===== config.mk =====
export PLATFORM = sky130hd
export DESIGN_NAME = disp_mixer
export DESIGN_NICKNAME = d
export VERILOG_FILES = /design/src/rtl/disp_mixer_pkg.sv /design/src/rtl/disp_mixer_pair_collide.sv /design/src/rtl/disp_mixer.sv
export SDC_FILE = /design/constraint.sdc
export NUM_CORES = 1
export LEC_CHECK = 0
export CORE_UTILIZATION = 46
export DETAILED_ROUTE_END_ITERATION = 6
export HOLD_SLACK_MARGIN = 0.1
export PLACE_DENSITY_LB_ADDON = 0.3
export SYNTH_ARGS = -nofsm -noshare
export SYNTH_HDL_FRONTEND = slang
export SYNTH_SLANG_ARGS = --single-unit

===== constraint.sdc =====
create_clock -name clk_vga -period 1.4 [get_ports clk_vga]
set_clock_uncertainty 0.15 [all_clocks]
set_input_delay 0.28 -clock clk_vga [delete_from_list [all_inputs] [get_ports clk_vga]]
set_output_delay 0.28 -clock clk_vga [all_outputs]
set_load 0.02 [all_outputs]

===== src/rtl/disp_mixer_pkg.sv =====
// Shared definitions for the display mixer.
//   COLOR_RGB_DEPTH : default colour depth of one VGA pixel.
//   HIT_CNT_W       : width of each per-pair collision counter.
//   pair_idx(i,j,n) : bit position of layer pair (i,j), i<j, among n layers.
//                     Pairs are enumerated lexicographically:
//                     (0,1),(0,2),...,(0,n-1),(1,2),...
package disp_mixer_pkg;

  localparam int COLOR_RGB_DEPTH = 12;
  localparam int HIT_CNT_W       = 8;

  // Layer i owns a block of (n-1-i) pairs. The blocks for rows 0..i-1 hold
  // i*n - i*(i+1)/2 pairs in total; (i,j) sits j-i-1 entries into row i.
  function automatic int pair_idx(input int i, input int j, input int n);
    return i * n - (i * (i + 1)) / 2 + (j - i - 1);
  endfunction

endpackage


===== src/rtl/disp_mixer_pair_collide.sv =====
// Pair collision detector for the display mixer.
// Takes the stage-1 alpha vector, ANDs every layer pair into a registered
// per-pixel pulse and keeps a sticky per-frame record of those pulses.
// Ports:
//   clk_vga        pixel clock
//   rst            asynchronous active-low reset
//   alpha_p1_i     stage-1 alpha, already masked by the display window
//   frame_bdy_i    one-cycle frame boundary (v_sync falling edge)
//   crash_pulse_o  per-pair overlap, registered at stage 2
//   crash_frame_o  OR of crash_pulse_o over the previous complete frame
//   frame_tick_o   one-cycle pulse when crash_frame_o updates
//   hit_cnt_o      per-pair colliding-pixel count of the previous frame
//                  (present only when DISP_MIXER_HIT_CNT_EN is defined)
module disp_mixer_pair_collide
  import disp_mixer_pkg::*;
#(
  parameter  int LAYERS = 3,
  localparam int NPAIRS = LAYERS * (LAYERS - 1) / 2
) (
  input  logic                             clk_vga,
  input  logic                             rst,
  input  logic [LAYERS-1:0]                alpha_p1_i,
  input  logic                             frame_bdy_i,
  output logic [NPAIRS-1:0]                crash_pulse_o,
  output logic [NPAIRS-1:0]                crash_frame_o,
  output logic                             frame_tick_o
`ifdef DISP_MIXER_HIT_CNT_EN
  ,
  output logic [NPAIRS*HIT_CNT_W-1:0]      hit_cnt_o
`endif
);

  logic [NPAIRS-1:0] pulse_d, pulse_q;
  logic [NPAIRS-1:0] acc_d, acc_q;
  logic [NPAIRS-1:0] frame_d, frame_q;
  logic              tick_q;

  for (genvar i = 0; i < LAYERS; i++) begin : g_row
    for (genvar j = i + 1; j < LAYERS; j++) begin : g_col
      assign pulse_d[pair_idx(i, j, LAYERS)] = alpha_p1_i[i] & alpha_p1_i[j];
    end
  end

  // A pulse visible on the boundary cycle still belongs to the closing frame,
  // so it is folded into the published value and not into the new accumulator.
  always_comb begin
    acc_d   = acc_q | pulse_q;
    frame_d = frame_q;
    if (frame_bdy_i) begin
      frame_d = acc_q | pulse_q;
      acc_d   = '0;
    end
  end

  // ---- stage 2: pair pulse, sticky accumulator, frame publish ----
  always_ff @(posedge clk_vga or negedge rst) begin
    if (!rst) begin
      pulse_q <= '0;
      acc_q   <= '0;
      frame_q <= '0;
      tick_q  <= 1'b0;
    end else begin
      pulse_q <= pulse_d;
      acc_q   <= acc_d;
      frame_q <= frame_d;
      tick_q  <= frame_bdy_i;
    end
  end

  assign crash_pulse_o = pulse_q;
  assign crash_frame_o = frame_q;
  assign frame_tick_o  = tick_q;

`ifdef DISP_MIXER_HIT_CNT_EN
  function automatic logic [HIT_CNT_W-1:0] sat_inc(input logic [HIT_CNT_W-1:0] c,
                                                   input logic                 inc);
    return (inc && (c != '1)) ? c + 1'b1 : c;
  endfunction

  for (genvar p = 0; p < NPAIRS; p++) begin : g_hit
    logic [HIT_CNT_W-1:0] cnt_d, cnt_q, hit_d, hit_q;

    always_comb begin
      cnt_d = sat_inc(cnt_q, pulse_q[p]);
      hit_d = hit_q;
      if (frame_bdy_i) begin
        hit_d = cnt_d;
        cnt_d = '0;
      end
    end

    always_ff @(posedge clk_vga or negedge rst) begin
      if (!rst) begin
        cnt_q <= '0;
        hit_q <= '0;
      end else begin
        cnt_q <= cnt_d;
        hit_q <= hit_d;
      end
    end

    assign hit_cnt_o[p*HIT_CNT_W +: HIT_CNT_W] = hit_q;
  end
`endif

endmodule


===== src/rtl/disp_mixer.sv =====
// Display mixer: merges LAYERS sprite layers into one VGA pixel through a
// two-stage registered priority pipeline (layer 0 wins) and reports layer
// pair collisions per pixel and per frame.
// Optional feature macro: DISP_MIXER_HIT_CNT_EN adds hit_cnt_o.
// Ports:
//   clk_vga        pixel clock
//   rst            asynchronous active-low reset
//   en_i           display-active window
//   v_sync_i       VGA vertical sync, active-low (frame boundary on its fall)
//   layer_rgb_i    layer k colour at [k*RGB_W +: RGB_W]
//   layer_alpha_i  layer k opaque at this pixel
//   vga_rgb_o      merged pixel, 2 cycles after input
//   disp_o         en_i aligned with vga_rgb_o
//   crash_pulse_o  per-pair overlap aligned with vga_rgb_o
//   crash_frame_o  per-pair overlap seen during the previous frame
//   frame_tick_o   one-cycle pulse when crash_frame_o updates
//   hit_cnt_o      per-pair colliding-pixel counts (DISP_MIXER_HIT_CNT_EN)
module disp_mixer
  import disp_mixer_pkg::*;
#(
  parameter  int               LAYERS = 3,
  parameter  int               RGB_W  = COLOR_RGB_DEPTH,
  parameter  logic [RGB_W-1:0] BG_RGB = 12'h000,
  localparam int               NPAIRS = LAYERS * (LAYERS - 1) / 2
) (
  input  logic                        clk_vga,
  input  logic                        rst,
  input  logic                        en_i,
  input  logic                        v_sync_i,
  input  logic [LAYERS*RGB_W-1:0]     layer_rgb_i,
  input  logic [LAYERS-1:0]           layer_alpha_i,
  output logic [RGB_W-1:0]            vga_rgb_o,
  output logic                        disp_o,
  output logic [NPAIRS-1:0]           crash_pulse_o,
  output logic [NPAIRS-1:0]           crash_frame_o,
  output logic                        frame_tick_o
`ifdef DISP_MIXER_HIT_CNT_EN
  ,
  output logic [NPAIRS*HIT_CNT_W-1:0] hit_cnt_o
`endif
);

  logic [LAYERS*RGB_W-1:0] rgb_p1_q;
  logic [LAYERS-1:0]       alpha_p1_d, alpha_p1_q;
  logic                    en_p1_q;
  logic [RGB_W-1:0]        rgb_p2_d, rgb_p2_q;
  logic                    disp_p2_q;
  logic                    v_sync_q;
  logic                    frame_bdy;
  logic [RGB_W-1:0]        chain [LAYERS+1];

  // Alpha is gated by the window here so neither the priority select nor the
  // collision logic can see an opaque layer during blanking.
  assign alpha_p1_d = layer_alpha_i & {LAYERS{en_i}};

  // ---- stage 1: input capture ----
  always_ff @(posedge clk_vga or negedge rst) begin
    if (!rst) begin
      rgb_p1_q   <= '0;
      alpha_p1_q <= '0;
      en_p1_q    <= 1'b0;
    end else begin
      rgb_p1_q   <= layer_rgb_i;
      alpha_p1_q <= alpha_p1_d;
      en_p1_q    <= en_i;
    end
  end

  // Priority chain from the lowest-priority end: each layer overrides what
  // lies behind it, so chain[0] holds the lowest-index opaque layer. The tail
  // is the background inside the window and black during blanking.
  assign chain[LAYERS] = en_p1_q ? BG_RGB : '0;
  for (genvar k = 0; k < LAYERS; k++) begin : g_prio
    assign chain[k] = alpha_p1_q[k] ? rgb_p1_q[k*RGB_W +: RGB_W] : chain[k+1];
  end
  assign rgb_p2_d = chain[0];

  // ---- stage 2: merged pixel ----
  always_ff @(posedge clk_vga or negedge rst) begin
    if (!rst) begin
      rgb_p2_q  <= '0;
      disp_p2_q <= 1'b0;
    end else begin
      rgb_p2_q  <= rgb_p2_d;
      disp_p2_q <= en_p1_q;
    end
  end

  // Raw v_sync is compared against its one-cycle-old copy; it does not travel
  // with the pixel pipeline.
  always_ff @(posedge clk_vga or negedge rst) begin
    if (!rst) begin
      v_sync_q <= 1'b1;
    end else begin
      v_sync_q <= v_sync_i;
    end
  end

  assign frame_bdy = v_sync_q & ~v_sync_i;

  disp_mixer_pair_collide #(
    .LAYERS (LAYERS)
  ) u_collide (
    .clk_vga       (clk_vga),
    .rst           (rst),
    .alpha_p1_i    (alpha_p1_q),
    .frame_bdy_i   (frame_bdy),
    .crash_pulse_o (crash_pulse_o),
    .crash_frame_o (crash_frame_o),
    .frame_tick_o  (frame_tick_o)
`ifdef DISP_MIXER_HIT_CNT_EN
    ,
    .hit_cnt_o     (hit_cnt_o)
`endif
  );

  assign vga_rgb_o = rgb_p2_q;
  assign disp_o    = disp_p2_q;

endmodule


==> qor.yml <==
critical_path:
  cp_slowest_cell: "dfrtp_1"
  arrival_ps: 930
  critical_path_class: "flip-flop to primary output"
  critPathMaxFanout: 1
  path_delay_family: "flip-flops"
  end_kind: "primary output"
  critPathLaunchType: "flip-flop"
  max_stage_delay_ps: 360
  cp_num_buf_inv: 1
  crit_chain: "clkdlybuf4s15_2"
  crit_required_ps: 970
cells_and_area:
  layout_common_cells: "dfrtp_1, clkdlybuf4s50_1, a21oi_2"
  layout-drive-gt1-share_pct: 28.2
  layout_commonest_cell: "dfrtp_1"
  regArea_mm2: 0.00160
  antenna_cells: 0
  multiInputGateArea_um2: 459
  fillers: 327
  area_growth_pct: 38.3
  nNetsFinal: 256
  finalNonFillerCells: 268
clocking:
  postCtsSetupBuffers: 0
  insertion_delay_ps: 320
  cts_tree: "built"
  cts-htree-levels: 3
  clk_pin_slew_ps: 60
  cts_root_buf: "clkbuf_8"
  cts_buffers: 9
  clock_path_buffers: 2
  cts_sinks: 64
power_and_ir_drop:
  p_per_area_mw_per_mm2: 1270
  irDropWorstVdd_v: 0.000813
  power.leakage_nw: 1.32
global_routing:
  gr-total-overflow: 0
  grt_max_degree: 35
  antenna_found_initial: 0
  grt_first_pass_wirelength_um: 6160
  grt_pass1_vias: 1335
  track_usage_pct: 17.3
sta:
  slew_violations: 0
  slew_headroom_pct: 81.7
  finalCriticalPeriod_ps: 1360
  worst_slack_ps: 39.9
  max_slew.worst_pin.slew_ps: 275
  setup_viol_count_final: 0
  hold_viol: 0
  rsz0062_at_grt: "false"
  tns_ps: 0
  holdWs_ps: 207
  timing.fmax_mhz: 735
  period_share_pct: 97.1
floorplan:
  die_x_um: 70.1
  core_area_mm2: 0.00441
  floorplan.initialDensity_pct: 48.3
  fp.dieH_um: 70.1
  rows: 24
  dieArea_mm2: 0.00491
  ios: 63
yosys:
  synth-simple-area-share_pct: 11.3
  muxShareOfSynthArea_pct: 1.41
  synth.distinct_cells: 15
  ys_seq_elements: 64
  postSynthAreaPerCell_um2: 15.6
  synth_fa_ha_area_share_pct: 0
  synth_area_leaders: "dfrtp_1, a21oi_2, nand3b_1"
  synth-compound-area-share_pct: 8.81
  ys_seq_area_share_pct: 75.2
  synth_nets: 180
  yosys_warnings: 0
  synth_top_family_by_area: "simple AND/OR/NAND/NOR gates"
  synthXorXnorAreaFrac_pct: 0
  netlist_area_mm2: 0.00213
  netlist.area_leader.share_pct: 74.0
  synth_top_area_cell: "dfrtp_1"
  netlist_instances: 137
placed_design:
  port-buffer-count: 62
  dp.cells: 253
  place_ws_ps: -55.7
  dp_hpwl_um: 2620
  gp_congestion: 0.709
run_status:
  status: "finished, final reports clean"
job:
  maxCapViolCount: 0
routing:
  drc: 0
  ant_nets: 0
  drt_iter0_drc: 81
  wirelength_um: 3660
  vias_per_cell: 4.65
  drt_pass1_iterations: 4
  drt-wirelength-per-cell_um: 13.7
  vias: 1246
min_path:
  hp-class: "primary input to asynchronous set/reset pin"
==> registers in the layout (all words and copies together) (netlist names) <==
name	cells
rgb_p1_q	36
vga_rgb_o	12
alpha_p1_q	3
u_collide.acc_q	3
u_collide.crash_frame_o	3
u_collide.crash_pulse_o	3
disp_o	1
en_p1_q	1
u_collide.frame_tick_o	1
v_sync_q	1
==> routing by layer <==
metal | GRT usage [%] | vias to the layer above | routed length (um)
met4 | 8.67 | 0 | 50
met1 | 18.7 | 610 | 1430
met5 | 0 | - | 0
met3 | 6.78 | 5 | 162
li1 | - | 597 | -
met2 | 29.4 | 34 | 2020
==> cell type report <==
| type | instances | area share [%] |
|---|---|---|
| clock buffers | 13 | 5.05 |
| clock inverters | 1 | 0.170 |
| inverters | 3 | 0.382 |
| flip-flops and latches | 64 | 54.4 |
| well taps | 52 | 2.21 |
| repair buffers | 71 | 22.2 |
| multi-input cells | 64 | 15.6 |
==> Yosys cell counts <==
master    count
dfrtp_1      63
a21oi_2      18
nand3b_1     12
nor2b_1       7
a21oi_1       6
and2b_1       6
nor2_1        6
and2_1        4
buf_6         4
inv_1         3
mux2i_1       3
and2_2        2
buf_2         1
buf_4         1
dfstp_2       1
==> report_power, final <==
group / internal [mW] / leakage (nW) / switching, mW
Combinational: 0.236 / 0.469 / 0.225
Sequential: 1.97 / 0.773 / 0.0387
Clock: 0.670 / 0.0794 / 0.593
Total: 2.88 / 1.32 / 0.857
==> per-stage QoR <==
stage	instance area (um2)	utilization [%]	total power [mW]
2_1_floorplan	2130	-	2.25
3_3_place_gp	2840	64.3	2.53
3_5_place_dp	2840	64.3	2.55
4_1_cts	3000	68.0	3.81
5_1_grt	2950	66.8	3.91
6_report	2950	66.8	3.73
==> logic make-up after synthesis <==
kind of cell / after synthesis
multiplexers: 3
buffers and inverters: 9
AO/OA/AOI/OAI: 24
flip-flops: 64
AND/OR/NAND/NOR: 37
==> path summary, 6_finish.rpt <==
kind	to	start	slack [ps]	depth (start not counted)
worst max-delay path	vga_rgb_o[5]	vga_rgb_o[5]	40	1
worst min-delay path	u_collide.acc_q[1]	rst	210	2
worst max register to register	u_collide.crash_frame_o[1]	v_sync_q	150	3
worst min register to register	disp_o	en_p1_q	210	0
max in group asynchronous	v_sync_q	rst	410	3
min in group clk_vga	disp_o	en_p1_q	210	0
==> what timing repair did <==
action / 4_1_cts / 5_1_grt
endpoints found under the setup margin: 20 / 9
hold buffers: 1 / 0
pin swaps: 0 / 0
gates resized for setup: 64 / 9
endpoints found under the hold margin: 63 / 0
Power figures use the tool's default switching activity.
